$ cat src/rtl/bcd_pkg.sv
// Shared constants and state type for the BCD-to-binary converter.
package bcd_pkg;
   localparam int BCD_DIGIT_W    = 4;
   localparam int BCD_MAX_DIGIT  = 9;
   localparam int BCD_ADJ_THRESH = 8;
   localparam int BCD_ADJ_OFFSET = 3;

   typedef enum logic {IDLE, SHIFT} state_t;
endpackage

$ cat src/rtl/bcd_digit_adj.sv
// Per-digit reverse double-dabble correction: subtract 3 from a BCD field holding 8 or more.
module bcd_digit_adj
   import bcd_pkg::*;
(
   input  logic [BCD_DIGIT_W-1:0] din,
   output logic [BCD_DIGIT_W-1:0] dout
);
   assign dout = (din >= BCD_DIGIT_W'(BCD_ADJ_THRESH)) ? din - BCD_DIGIT_W'(BCD_ADJ_OFFSET) : din;
endmodule

$ cat src/rtl/bcd2bin_seq.sv
// Sequential packed-BCD to binary converter (reverse double-dabble, one bit per cycle).
// Accepts start only when idle; result, err and ovf hold until the next completed request.
module bcd2bin_seq
   import bcd_pkg::*;
#(
   parameter int DIGITS = 3,
   parameter int BIN_W  = 10
) (
   input  logic                          clk,
   input  logic                          reset,
   input  logic                          start,
   input  logic [BCD_DIGIT_W*DIGITS-1:0] bcd_in,
   output logic                          busy,
   output logic                          done,
   output logic [BIN_W-1:0]              bin_out,
   output logic                          err,
   output logic                          ovf
);
   localparam int BCD_W = BCD_DIGIT_W * DIGITS;
   localparam int S_W   = BCD_W + BIN_W;
   localparam int CNT_W = (BIN_W > 1) ? $clog2(BIN_W) : 1;
   localparam logic [CNT_W-1:0] LAST = CNT_W'(BIN_W - 1);

   state_t           state;
   logic [S_W-1:0]   sreg;
   logic [S_W-1:0]   shifted;
   logic [S_W-1:0]   adj;
   logic [CNT_W-1:0] cnt;
   logic             bad_digit;

   assign shifted = sreg >> 1;
   assign adj[BIN_W-1:0] = shifted[BIN_W-1:0];

   // Only the BCD fields above the binary accumulator are corrected.
   for (genvar g = 0; g < DIGITS; g++) begin : g_adj
      bcd_digit_adj u_adj (
         .din  (shifted[BIN_W + g*BCD_DIGIT_W +: BCD_DIGIT_W]),
         .dout (adj[BIN_W + g*BCD_DIGIT_W +: BCD_DIGIT_W])
      );
   end

   always_comb begin
      bad_digit = 1'b0;
      for (int i = 0; i < DIGITS; i++) begin
         if (bcd_in[i*BCD_DIGIT_W +: BCD_DIGIT_W] > BCD_DIGIT_W'(BCD_MAX_DIGIT)) bad_digit = 1'b1;
      end
   end

   always_ff @(posedge clk or negedge reset) begin
      if (!reset) begin
         state   <= IDLE;
         busy    <= 1'b0;
         done    <= 1'b0;
         err     <= 1'b0;
         ovf     <= 1'b0;
         bin_out <= '0;
         cnt     <= '0;
         sreg    <= '0;
      end else begin
         done <= 1'b0;
         case (state)
            IDLE: begin
               if (start) begin
                  if (bad_digit) begin
                     // Rejected request still reports through the normal done pulse.
                     done    <= 1'b1;
                     err     <= 1'b1;
                     ovf     <= 1'b0;
                     bin_out <= '0;
                  end else begin
                     sreg  <= {bcd_in, {BIN_W{1'b0}}};
                     cnt   <= '0;
                     busy  <= 1'b1;
                     state <= SHIFT;
                  end
               end
            end
            SHIFT: begin
               sreg <= adj;
               cnt  <= cnt + CNT_W'(1);
               if (cnt == LAST) begin
                  bin_out <= adj[BIN_W-1:0];
                  ovf     <= |adj[S_W-1:BIN_W];
                  err     <= 1'b0;
                  done    <= 1'b1;
                  busy    <= 1'b0;
                  state   <= IDLE;
               end
            end
            default: state <= IDLE;
         endcase
      end
   end
endmodule

$ cat config.mk
export PLATFORM = sky130hd
export DESIGN_NAME = bcd2bin_seq
export DESIGN_NICKNAME = d
export VERILOG_FILES = /design/src/rtl/bcd_pkg.sv /design/src/rtl/bcd_digit_adj.sv /design/src/rtl/bcd2bin_seq.sv
export SDC_FILE = /design/constraint.sdc
export NUM_CORES = 1
export LEC_CHECK = 0
export BUFFER_PORTS_ARGS = -buffer_cell sky130_fd_sc_hd__buf_2
export CORE_MARGIN = 2
export CORE_UTILIZATION = 50
export DETAILED_ROUTE_END_ITERATION = 8
export GPL_TIMING_DRIVEN = 0
export PLACE_DENSITY = 0.71
export SYNTH_ARGS = -nofsm -noshare
export SYNTH_HDL_FRONTEND = slang
export SYNTH_SLANG_ARGS = --single-unit
$ cat constraint.sdc
create_clock -name clk -period 2.34 [get_ports clk]
set_input_delay 0.117 -clock clk [delete_from_list [all_inputs] [get_ports clk]]
set_output_delay 0.117 -clock clk [all_outputs]
set_load 0.02 [all_outputs]
After elaboration in Yosys (flattened, before gate mapping)
Cells that the tools add are included.

Bits in registers: 41. Bits in latches: 0. Bits in writable memories: 0. Memory bits (read-only): 0. Input bits: 15. Word-level logic and storage cells: 63. Memories kept: 0.

Add/sub/neg operators: 4. Multipliers: 0. Div/mod/pow operators: 0. Magnitude comparators: 6. Equality and inequality tests: 5. Shift-type cells: 0. Multiplexer cells: 35. Bitwise operators: 1. Reduce and logical (&&, ||, !) cells: 4.

Operators with widths (count): 22-bit 2-to-1 mux (2); 22-bit case mux with 2 select lines (1); 10-bit 2-to-1 mux (3); 4-bit 2-to-1 mux (5); 10-bit case mux with 2 select lines (1); 1-bit 2-to-1 mux (17); 4-bit greater-than comparator (second input constant) (3); 12-bit OR reduction (1); 1-bit case mux with 2 select lines (5); 4-bit >= comparator (second input constant) (2); 4-bit case mux with 2 select lines (1); 4-bit by 2-bit subtractor with 4-bit output (second input constant) (2); 2-bit inequality test (second input constant) (3); 3-bit AND reduction (2); 4-bit by 1-bit adder with 4-bit output (second input constant) (1); 4-bit equality test (second input constant) (1); 3-bit by 4-bit >= comparator with 1-bit output (second input constant) (1); 3-bit by 2-bit subtractor with 4-bit output (second input constant) (1); 2-bit by 1-bit inequality test with 1-bit output (second input constant) (1); 2-bit AND reduction (1); 1-bit NOT (1).

Longest topological paths before layout
Gate-level depths: netlist of the first run.

Depth after elaboration: 7. Mapped depth: 7. Depth with buffers taken out: 6.

By module
From an unflattened synthesis of the first run, not the netlist that was laid out.

Cell total of the unflattened synthesis: 194. Area, all modules: 2069.5 um^2.

By module, submodules not included: bcd2bin_seq (instances 1, cells each 161, area each 1840.5 um^2, seq. area each 1001.0 um^2); bcd_digit_adj (instances 3, cells each 11, area each 76.3 um^2, seq. area each 0.0 um^2).

Worst setup path after synthesis of the first run
OpenSTA, ideal clock, no wires.

Path kind: register to register. Start: register sreg[11]. End: register ovf. Setup time: 0.121 ns. Arrival: 1.263 ns. Data required time: 2.219 ns. Setup slack: 0.956 ns. Cell stages (with the launch flop): 7. Buffers on the path: 0. Clock period less this slack: 1.384 ns. Cells stage by stage: dfrtp_1 -> inv_1 -> ha_1 -> nand4b_1 -> o21ai_0 -> nand4_1 -> a22o_1.

Word-level cells in the longest chain between the ends: 5.

Ends and longest elaborated chain: start, declared (line bcd2bin_seq.sv:25) `logic [S_W-1:0] sreg;`; start signal, assigned (line bcd2bin_seq.sv:71) `sreg <= {bcd_in, {BIN_W{1'b0}}};`; start signal, assigned (line bcd2bin_seq.sv:79) `sreg <= adj;`; 4-bit by 2-bit subtractor with 4-bit output or 4-bit >= comparator (tied branches) (line bcd_digit_adj.sv:8) `assign dout = (din >= BCD_DIGIT_W'(BCD_ADJ_THRESH)) ? din - BCD_DIGIT_W'(BCD_ADJ_OFFSET) : din;`; 4-bit 2-to-1 mux * (line bcd_digit_adj.sv:8); 12-bit OR reduction * (line bcd2bin_seq.sv:83) `ovf <= |adj[S_W-1:BIN_W];`; 1-bit 2-to-1 mux * (line bcd2bin_seq.sv:81) `if (cnt == LAST) begin`; 1-bit case mux with 2 select lines * (line bcd2bin_seq.sv:61) `case (state)`; end signal, assigned (line bcd2bin_seq.sv:83); end, declared (line bcd2bin_seq.sv:17) `output logic ovf`.

Every way passes the cells marked *; elsewhere a longest branch is shown, timed or not. The select of a mux whose other input is x is not followed. A chain may end at the register's enable or synchronous reset.

Worst setup path in the final report of the first run
Same ends and word-level chain as after synthesis.

==> flow_summary.rst, run 1 <==
.. list-table::
   :header-rows: 1

   * - Metric
     - Value
   * - Min-Delay Endpoint
     - sreg[17]
   * - Gate count after technology mapping
     - 190
   * - Fin. Hold Viols
     - 0
   * - Hold path cells
     - 3
   * - Highest ir drop seen on vdd
     - 647 uV
   * - Cell Area, Placed
     - roughly 2100 um2
   * - Synth Cell Area
     - roughly 1900 um2
   * - Worst path required time
     - between 2 and 3 ns
   * - Startpoint of the lowest-slack hold path
     - bcd_in[7]
   * - Leading cell types in the layout, fill and taps excluded
     - sky130_fd_sc_hd__nand2_1 (44), sky130_fd_sc_hd__dfrtp_1 (40), sky130_fd_sc_hd__buf_2 (31)
   * - Syn Nets
     - about 210
   * - Synth area leaders
     - sky130_fd_sc_hd__dfrtp_1 (52%), sky130_fd_sc_hd__nand2_1 (8.6%), sky130_fd_sc_hd__a22o_1 (5.0%), sky130_fd_sc_hd__ha_1 (3.9%), sky130_fd_sc_hd__o21ai_1 (2.9%)
   * - Vias
     - about 1500
   * - Relative slew slack
     - 0.405
   * - Crit path kind
     - reg -> reg
   * - Number of remaining DRC errors
     - 0
   * - Average cell area after synthesis
     - slightly above 10 um2
   * - Worst reg2reg setup slack
     - 0.78 ns
   * - Count of routing violations after the opening detailed-route iteration
     - 90
   * - Pwr dens
     - around 1400 nW/um2
   * - Critical R2R Capture
     - ovf
   * - Fraction of post-synthesis cell area in the top cell type by area
     - 0.522
   * - Share of layout cells above drive strength 1
     - 0.220
   * - ANT cells
     - 0
   * - Final Skew
     - between 0.006 and 0.007 ns
   * - RSZ-0062 raised after global routing
     - false
   * - Remaining antenna violation count after routing
     - 0
   * - Min Clock Period, post-route
     - about 1.6 ns
   * - Core Area
     - 3660 um2
   * - Register clock-pin slew on the reported worst setup and hold paths
     - about 0.08 ns
   * - Post-Route WL
     - just over 4000 um
   * - Initial antenna violation count
     - 0
   * - Number of enable flip-flop cells after synthesis
     - 0
   * - Clock buffer count from CTS
     - 5
   * - Leakage power
     - ~1.1 nW
   * - Fraction of the core area covered by cells at the end of the flow
     - 0.614
   * - Most frequent standard cell in the layout excluding fill and tap cells
     - sky130_fd_sc_hd__nand2_1
   * - DIE HEIGHT
     - 65.9 um
   * - Run status
     - complete, no violations
   * - Proportion of synthesized chip area in sequential cells
     - 0.522
   * - Number of sinks driven by the clock tree
     - 40
   * - Port-buffer cells
     - 28
   * - Quantity of hold-fixing buffers added after cts
     - 1
   * - Final nets
     - 247
   * - Category of cells accounting for the largest share of critical-path delay
     - flip-flops
   * - Type of the most critical hold path
     - in -> reg
   * - Biggest area consumer among synthesized cells
     - sky130_fd_sc_hd__dfrtp_1
   * - Pin count of the biggest net entering global routing
     - 41
   * - Vias in the first global route
     - around 1400
   * - Share of synthesized registers carrying an async set or reset
     - 1.00
   * - Worst Tran Pin Value
     - roughly 0.9 ns
   * - Data arrival time of the critical path
     - between 1.5 and 2 ns
   * - Number of vias per cell after detailed routing
     - around 5.6
   * - Horizontal die dimension
     - ~66 um
   * - Total Routing Usage GR
     - 0.217
   * - Total gr overflow
     - 0
   * - Count of state elements after synthesis
     - 40
   * - Clock tree root driver cell
     - sky130_fd_sc_hd__clkbuf_8
   * - Global-route wire length before repair
     - roughly 7000 um
   * - Starting utilization of the core area
     - 0.524
   * - Crit-path cells
     - inv_1, ha_1, nand4b_1, o21ai_0, nand4_1, a22o_1
   * - Crit-path slowest cell
     - sky130_fd_sc_hd__dfrtp_1
   * - Maximum single-stage delay on the critical path
     - approximately 0.47 ns
   * - Area growth from synthesis to layout
     - 17.3%
   * - Finish-stage setup viols
     - 0
   * - CTS resizes
     - 0
   * - CTS tree
     - done
   * - Top Ports
     - 29
   * - Number of pins with negative max-slew slack in the final report
     - 0
   * - Critical path endpoint category
     - register
   * - Post-detailed-route wirelength per cell
     - around 15 um
   * - Weighted congestion reported at the end of routability-driven placement
     - about 0.86
   * - Yosys synthesis warning count
     - 0
   * - Length in cells of the worst reg-to-reg path
     - 6
   * - Achievable frequency
     - ~0.64 GHz
   * - Final total negative setup slack
     - 0 ns
   * - # Max-Cap Violations
     - 0
   * - Post-route cell area
     - roughly 2200 um2
   * - Clock latency on the worst-skew pair
     - around 0.3 ns
   * - Area occupied by registers
     - roughly 1000 um2
   * - Synth unique cells
     - 37
   * - Maximum level of the CTS H-tree
     - 2
   * - Buffers from clock root to sink, at most
     - 2
   * - Category of the worst setup path launch point
     - register
   * - Buffer and inverter count on the worst path
     - 1
   * - # rows
     - 22
   * - Multi-input gate area in the final layout
     - just over 800 um2
   * - Share of the clock period used by the worst path
     - 0.665
   * - First drt pass iteration count
     - 4
   * - Area of the die
     - between 4000 and 5000 um2
   * - Placed wire-length estimate after detailed placement
     - 2830 um
   * - Number of filler cells placed in the layout
     - ~320
   * - Postcts setup bufs
     - 0
   * - Maximum net fanout on the critical path
     - 7
   * - Startpoint of the worst register-to-register path
     - sreg[11]
   * - Commonest register cell after synthesis
     - sky130_fd_sc_hd__dfrtp_1
[Yosys cell counts, types with 3 or more instances]
library cell and instances:
sky130_fd_sc_hd__xnor2_1 5, sky130_fd_sc_hd__nand2_1 44, sky130_fd_sc_hd__nand4b_1 4, sky130_fd_sc_hd__inv_1 6, sky130_fd_sc_hd__buf_2 3, sky130_fd_sc_hd__nor2_1 4, sky130_fd_sc_hd__ha_1 6, sky130_fd_sc_hd__a31oi_1 4
sky130_fd_sc_hd__a22o_1 11, sky130_fd_sc_hd__clkbuf_1 5, sky130_fd_sc_hd__o21ai_1 11, sky130_fd_sc_hd__o21ai_2 3, sky130_fd_sc_hd__mux2i_1 5, sky130_fd_sc_hd__dfrtp_1 40, sky130_fd_sc_hd__a21oi_1 8
[worst register-to-register path: cells and delay by family (launching register included)]
family          cells  cell delay, ns
compound gates      2            0.31
fa+ha+maj           1            0.31
buf+inv             1            0.08
flops               1            0.47
simple gates        2            0.29
[stage by stage]
stage	power, mW	instances	setup slack, ns	hold slack, ns
2_1_floorplan	2.16	190	0.956	-0.179
3_3_place_gp	2.47	266	0.820	0.271
3_5_place_dp	2.53	266	0.794	0.293
4_1_cts	3.13	275	0.782	0.0902
5_1_grt	3.35	275	0.668	0.0998
6_report	3.13	275	0.783	0.0926
[layout make-up]
cell class | instances | share of cell area
buffer | 12 | 0.0300
clock buffer | 6 | 0.0367
sequential | 40 | 0.445
timing repair buffer | 29 | 0.0667
multi-input combinational | 130 | 0.364
tap | 48 | 0.0267
clock inverter | 2 | 0.0172
inverter | 8 | 0.0133
[cell families (layout without fill, tap and decap cells)]
kind of cell | count (synthesis) | after routing | share of synthesized area
muxes | 5 | 5 | 0.0261
buffers and inverters | 20 | 57 | 0.0509
and+or+nand+nor | 63 | 63 | 0.153
xor gates and xnor gates | 6 | 6 | 0.0274
DFF | 40 | 40 | 0.522
adders and majority gates | 6 | 6 | 0.0391
AOI/OAI and AO/OA | 50 | 50 | 0.181
[per-layer routing]
metal,vias to the layer above,GRT usage,part of all wire,wire length [um]
li1,726,-,-,-
met1,764,0.309,0.48,2010
met2,42,0.317,0.45,1880
met3,9,0.0460,0.042,176
met4,0,0.102,0.020,85
met5,-,0,0,0
[sequential cells by signal, indices dropped and copies added (netlist names)]
register,cells
cnt,4
busy,1
bin_out,10
state,1
err,1
ovf,1
done,1
sreg,21
[where the power goes]
part | leakage (nW) | switching, mW | internal, mW | total, mW
Sequential | 0.508 | 0.243 | 0.989 | 1.23
Clock | 0.0614 | 0.253 | 0.349 | 0.602
Combinational | 0.533 | 0.747 | 0.546 | 1.29
Total | 1.10 | 1.24 | 1.88 | 3.13
[worst max path at each step]
stage | startpoint | end | cells past startpoint
6_report | sreg[11] | ovf | 6
5_1_grt | sreg[11] | ovf | 6
4_1_cts | sreg[11] | ovf | 6
3_5_place_dp | sreg[15] | ovf | 6
3_3_place_gp | sreg[15] | ovf | 6
2_1_floorplan | sreg[11] | ovf | 6
Power figures use the tool's default switching activity.
==> run 2: changes to the inputs <==
==> constraint.sdc (replaced) <==
create_clock -name clk -period 1.6 [get_ports clk]
set_input_delay 0.08 -clock clk [delete_from_list [all_inputs] [get_ports clk]]
set_output_delay 0.08 -clock clk [all_outputs]
set_load 0.02 [all_outputs]
==> flow_summary.rst, run 2 (synthesis results as in run 1) <==
.. list-table::
   :header-rows: 1

   * - Metric
     - Value
   * - Min-Delay Endpoint
     - sreg[17]
   * - Fin. Hold Viols
     - 0
   * - Top Ports
     - 29
   * - Crit-path cells
     - inv_1, ha_1, nand4b_1, o21ai_0, nand4_1, a22o_1
   * - CTS tree
     - done
   * - Category of cells accounting for the largest share of critical-path delay
     - flip-flops
   * - Finish-stage setup viols
     - 0
   * - Worst reg2reg setup slack
     - between 0.06 and 0.07 ns
   * - Relative slew slack
     - 0.416
   * - Final Skew
     - between 0.003 and 0.004 ns
   * - Register clock-pin slew on the reported worst setup and hold paths
     - roughly 0.080 ns
   * - Remaining antenna violation count after routing
     - 0
   * - Final total negative setup slack
     - 0 ns
   * - Cell Area, Placed
     - 2120 um2
   * - Critical path endpoint category
     - register
   * - Port-buffer cells
     - 28
   * - Maximum net fanout on the critical path
     - 5
   * - Number of pins with negative max-slew slack in the final report
     - 0
   * - Placed wire-length estimate after detailed placement
     - approximately 2800 um
   * - Core Area
     - ~3700 um2
   * - Crit path kind
     - reg -> reg
   * - Clock latency on the worst-skew pair
     - ~0.29 ns
   * - Worst path required time
     - approximately 1.8 ns
   * - Share of layout cells above drive strength 1
     - 0.240
   * - Clock tree root driver cell
     - sky130_fd_sc_hd__clkbuf_8
   * - First drt pass iteration count
     - 4
   * - Area growth from synthesis to layout
     - 18.3%
   * - Post-route cell area
     - approximately 2300 um2
   * - Category of the worst setup path launch point
     - register
   * - Worst hold margin
     - 0.0524 ns
   * - Length in cells of the worst reg-to-reg path
     - 6
   * - Number of sinks driven by the clock tree
     - 40
   * - ANT cells
     - 0
   * - Area of the die
     - around 4300 um2
   * - RSZ-0062 raised after global routing
     - false
   * - Highest ir drop seen on vdd
     - between 900 and 1000 uV
   * - Largest registers
     - sreg (21), bin_out (10), cnt (4)
   * - Number of remaining DRC errors
     - 0
   * - Total Routing Usage GR
     - 0.217
   * - Maximum level of the CTS H-tree
     - 2
   * - Number of filler cells placed in the layout
     - about 320
   * - # Max-Cap Violations
     - 0
   * - Starting utilization of the core area
     - 0.524
   * - DIE HEIGHT
     - around 66 um
   * - Number of vias per cell after detailed routing
     - between 5 and 6
   * - Achievable frequency
     - 0.652 GHz
   * - Pwr dens
     - a little over 2000 nW/um2
   * - Most frequent standard cell in the layout excluding fill and tap cells
     - sky130_fd_sc_hd__nand2_1
   * - Post-detailed-route wirelength per cell
     - between 15 and 20 um
   * - Startpoint of the lowest-slack hold path
     - bcd_in[7]
   * - Pin count of the biggest net entering global routing
     - slightly above 40
   * - Leakage power
     - 1.11 nW
   * - Buffers from clock root to sink, at most
     - 2
   * - Share of the clock period used by the worst path
     - 0.959
   * - Min Clock Period, post-route
     - between 1.5 and 2 ns
   * - Clock buffer count from CTS
     - 5
   * - Type of the most critical hold path
     - in -> reg
   * - Final nets
     - about 250
   * - Global-route wire length before repair
     - approximately 6900 um
   * - Crit-path slowest cell
     - sky130_fd_sc_hd__dfrtp_1
   * - Worst Tran Pin Value
     - 0.877 ns
   * - Weighted congestion reported at the end of routability-driven placement
     - approximately 0.86
   * - Data arrival time of the critical path
     - 1.72 ns
   * - Vias in the first global route
     - roughly 1400
   * - Critical R2R Capture
     - ovf
   * - Register with the highest flop count
     - sreg
   * - # rows
     - 22
   * - Beginning of the critical path
     - sreg[16]
   * - Run status
     - complete, no violations
   * - Maximum single-stage delay on the critical path
     - 0.44 ns
   * - Total gr overflow
     - 0
   * - Buffer and inverter count on the worst path
     - 1
   * - Count of routing violations after the opening detailed-route iteration
     - about 110
   * - Hold path cells
     - 3
   * - Number of flip-flops under the largest register name
     - 21
   * - Horizontal die dimension
     - between 60 and 70 um
   * - Post-Route WL
     - between 4000 and 5000 um
   * - Initial antenna violation count
     - 0
   * - Vias
     - around 1500
   * - Leading cell types in the layout, fill and taps excluded
     - sky130_fd_sc_hd__nand2_1 (44), sky130_fd_sc_hd__dfrtp_1 (37), sky130_fd_sc_hd__buf_2 (31)
   * - Startpoint of the worst register-to-register path
     - sreg[16]
run 2: cell types whose count changed in the layout (fill, tap and decap cells not counted), sizes merged:
cell	change
buf	+2
run 2: worst max path at each step:
stage | end | slack [ns] | depth (start not counted)
after floorplan | ovf | 0.22 | 6
after global placement | ovf | 0.08 | 6
after detailed placement | ovf | 0.05 | 6
after CTS | ovf | 0.04 | 6
after global routing | bin_out[7] | 0.0004 | 7
final | ovf | 0.07 | 6
run 2: area by class of cell:
class	instances	area [um2]	area share
clock buffer	6	82.6	0.0364
sequential	40	1000	0.443
tap	48	60.1	0.0265
multi-input combinational	130	820	0.361
clock inverter	2	38.8	0.0171
buffer	12	67.6	0.0298
timing repair buffer	31	165	0.0728
inverter	8	30.0	0.0132
run 2: routing by layer:
metal  wire length, um  up-vias  part of all wire  GRT usage
li1                  -      733                 -          -
met1              1970      755              0.47      0.309
met2              1890       48              0.45      0.317
met3               226        7             0.054     0.0460
met4                76        0             0.018      0.102
met5                 0        -                 0          0
run 2: worst min-delay path: cells and delay by family:
family / cells / cell delay (ns)
simple gates: 1 / 0.05
compound gates: 1 / 0.07
buf+inv: 1 / 0.11
run 2: power breakdown:
part / switching, mW / internal (mW)
Combinational: 1.09 / 0.812
Clock: 0.364 / 0.510
Sequential: 0.358 / 1.45
Total: 1.82 / 2.78
run 2: through the flow:
step	power [mW]	util	instances	setup WS, ns
2_1_floorplan	3.16	-	190	0.216
6_report	4.59	0.620	277	0.0660
5_1_grt	4.94	0.620	277	0.000380
3_5_place_dp	3.70	0.579	266	0.0540
4_1_cts	4.58	0.614	275	0.0423
3_3_place_gp	3.61	0.579	266	0.0798
run 2: timing repair:
action / in CTS / in global routing
gates resized for setup: 0 / 4
setup buffers: 0 / 2
setup endpoints to repair: 0 / 5
hold buffers: 1 / 0
hold endpoints to repair: 40 / 0
==> run 3: changes to the inputs <==
==> constraint.sdc (replaced) <==
create_clock -name clk -period 1.6 [get_ports clk]
set_input_delay 0 -clock clk [delete_from_list [all_inputs] [get_ports clk]]
set_output_delay 0 -clock clk [all_outputs]
set_load 0.02 [all_outputs]
==> flow_summary.rst, run 3 (synthesis results as in run 1) <==
.. list-table::
   :header-rows: 1

   * - Metric
     - Value
   * - Worst reg2reg setup slack
     - around 0.057 ns
   * - Clock tree root driver cell
     - sky130_fd_sc_hd__clkbuf_8
   * - # Max-Cap Violations
     - 0
   * - Register clock-pin slew on the reported worst setup and hold paths
     - roughly 0.080 ns
   * - Number of remaining DRC errors
     - 0
   * - Length in cells of the worst reg-to-reg path
     - 6
   * - Finish-stage setup viols
     - 0
   * - Relative slew slack
     - 0.413
   * - Horizontal die dimension
     - approximately 66 um
   * - Share of the clock period used by the worst path
     - 0.964
   * - DIE HEIGHT
     - 65.9 um
   * - Metal-1 WL
     - ~2000 um
   * - RSZ-0062 raised after global routing
     - false
   * - Cell count after placement
     - roughly 270
   * - Number of filler cells placed in the layout
     - 312
   * - Worst slack after detailed placement
     - roughly 0.054 ns
   * - Critical path endpoint category
     - register
   * - Pwr dens
     - just under 2000 nW/um2
   * - Area growth from synthesis to layout
     - 20.9%
   * - Worst Tran Pin Value
     - a little under 0.9 ns
   * - Post-Route WL
     - approximately 4200 um
   * - Setup slack after layout
     - about 0.057 ns
   * - Number of vias per cell after detailed routing
     - 5.48
   * - Achievable frequency
     - between 0.6 and 0.7 GHz
   * - Worst hold margin
     - just over 0.01 ns
   * - Final total negative setup slack
     - 0 ns
   * - Crit path kind
     - reg -> reg
   * - Data arrival time of the critical path
     - between 1.5 and 2 ns
   * - Remaining antenna violation count after routing
     - 0
   * - Pin count of the biggest net entering global routing
     - just over 40
   * - CTS tree
     - done
   * - Final nets
     - roughly 250
   * - Total gr overflow
     - 0
   * - Highest ir drop seen on vdd
     - roughly 960 uV
   * - Buffers from clock root to sink, at most
     - 2
   * - Startpoint of the lowest-slack hold path
     - bcd_in[8]
   * - Maximum net fanout on the critical path
     - 5
   * - Count of routing violations after the opening detailed-route iteration
     - 88
   * - Worst path required time
     - 1.79 ns
   * - Most frequent standard cell in the layout excluding fill and tap cells
     - sky130_fd_sc_hd__nand2_1
   * - Amount of wire on met2 after detailed routing
     - around 1900 um
   * - Global-route wire length before repair
     - approximately 7000 um
   * - Fin. Hold Viols
     - 0
   * - Top routing layer in use
     - met4
   * - Total Routing Usage GR
     - 0.220
   * - # rows
     - 22
   * - Top Ports
     - 29
   * - Core Area
     - approximately 3700 um2
   * - Final Non-Filler Cells
     - roughly 280
   * - Register with the highest flop count
     - sreg
   * - Startpoint of the worst register-to-register path
     - sreg[16]
   * - Hold path cells
     - 3
   * - Critical R2R Capture
     - ovf
   * - Largest registers
     - sreg (21), bin_out (10), cnt (4)
   * - Run status
     - complete, no violations
   * - Post-detailed-route wirelength per cell
     - roughly 15 um
   * - Placed wire-length estimate after detailed placement
     - around 2800 um
   * - ANT cells
     - 0
   * - Weighted congestion reported at the end of routability-driven placement
     - between 0.8 and 0.9
   * - Final Skew
     - 0.00443 ns
   * - Clock latency on the worst-skew pair
     - approximately 0.29 ns
   * - Min Clock Period, post-route
     - between 1.5 and 2 ns
   * - Leading cell types in the layout, fill and taps excluded
     - sky130_fd_sc_hd__nand2_1 (44), sky130_fd_sc_hd__dfrtp_1 (37), sky130_fd_sc_hd__buf_2 (31)
   * - Multi-input gate area in the final layout
     - a little over 800 um2
   * - Category of the worst setup path launch point
     - register
   * - Maximum level of the CTS H-tree
     - 2
   * - Number of sinks driven by the clock tree
     - 40
   * - Number of pins with negative max-slew slack in the final report
     - 0
   * - Worst setup path end
     - ovf
   * - Fraction of the core area covered by cells at the end of the flow
     - 0.633
   * - Beginning of the critical path
     - sreg[16]
   * - Starting utilization of the core area
     - 0.524
   * - First drt pass iteration count
     - 4
   * - Clock buffer count from CTS
     - 5
   * - Port-buffer cells
     - 28
   * - Area occupied by registers
     - 1000 um2
   * - Number of flip-flops under the largest register name
     - 21
   * - Area of the die
     - approximately 4300 um2
   * - Type of the most critical hold path
     - in -> reg
   * - Share of layout cells above drive strength 1
     - 0.235
   * - Total met3 wirelength after detailed routing
     - ~220 um
   * - Vias in the first global route
     - between 1000 and 1500
   * - Leakage power
     - 1.13 nW
   * - Vias
     - roughly 1500
   * - Initial antenna violation count
     - 0
## run 3: critical path, stage by stage (launching register included)
cell and delay, ns:
sky130_fd_sc_hd__dfrtp_1 0.44, sky130_fd_sc_hd__inv_1 0.09, sky130_fd_sc_hd__ha_1 0.29, sky130_fd_sc_hd__nand4b_1 0.16, sky130_fd_sc_hd__o21ai_0 0.12, sky130_fd_sc_hd__nand4_1 0.13, sky130_fd_sc_hd__a22o_1 0.20
## run 3: power breakdown
group          switching [mW]  total [mW]  internal [mW]  leakage (nW)
logic                    1.09        1.91          0.820         0.565
registers               0.356        1.81           1.45         0.505
clock network           0.369       0.879          0.510        0.0614
total                    1.82        4.60           2.78          1.13
## run 3: metrics by stage
stage / total power [mW] / instance area, um2
2_1_floorplan: 3.16 / 1920
3_5_place_dp: 3.70 / 2120
3_3_place_gp: 3.61 / 2120
6_report: 4.60 / 2320
4_1_cts: 4.59 / 2300
5_1_grt: 4.95 / 2320
## run 3: worst min path at each step
stage | to | slack, ns
finish | sreg[18] | 0.01
global route | sreg[18] | 0.01
CTS | sreg[18] | 0.008
detailed placement | sreg[15] | 0.18
global placement | sreg[15] | 0.15
floorplan | bin_out[0] | -0.30
## run 3: layout make-up
class / count / share of cell area
Buffer: 12 / 0.0291
Clock buffer: 6 / 0.0356
Tap cell: 48 / 0.0259
Multi-Input combinational cell: 130 / 0.353
Sequential cell: 40 / 0.433
Clock inverter: 2 / 0.0167
Timing Repair Buffer: 36 / 0.0928
Inverter: 8 / 0.0130
## run 3: what timing repair did
action	in CTS	in global routing
endpoints found under the setup margin	0	5
endpoints found under the hold margin	45	0
hold buffers	6	0
gates resized for setup	0	4
buffers inserted	0	2
## run 3: routing by layer
metal  track usage  up-vias
li1              -      743
met1         0.316      746
met2         0.318       48
met3        0.0460        7
met4         0.102        0
met5             0        -
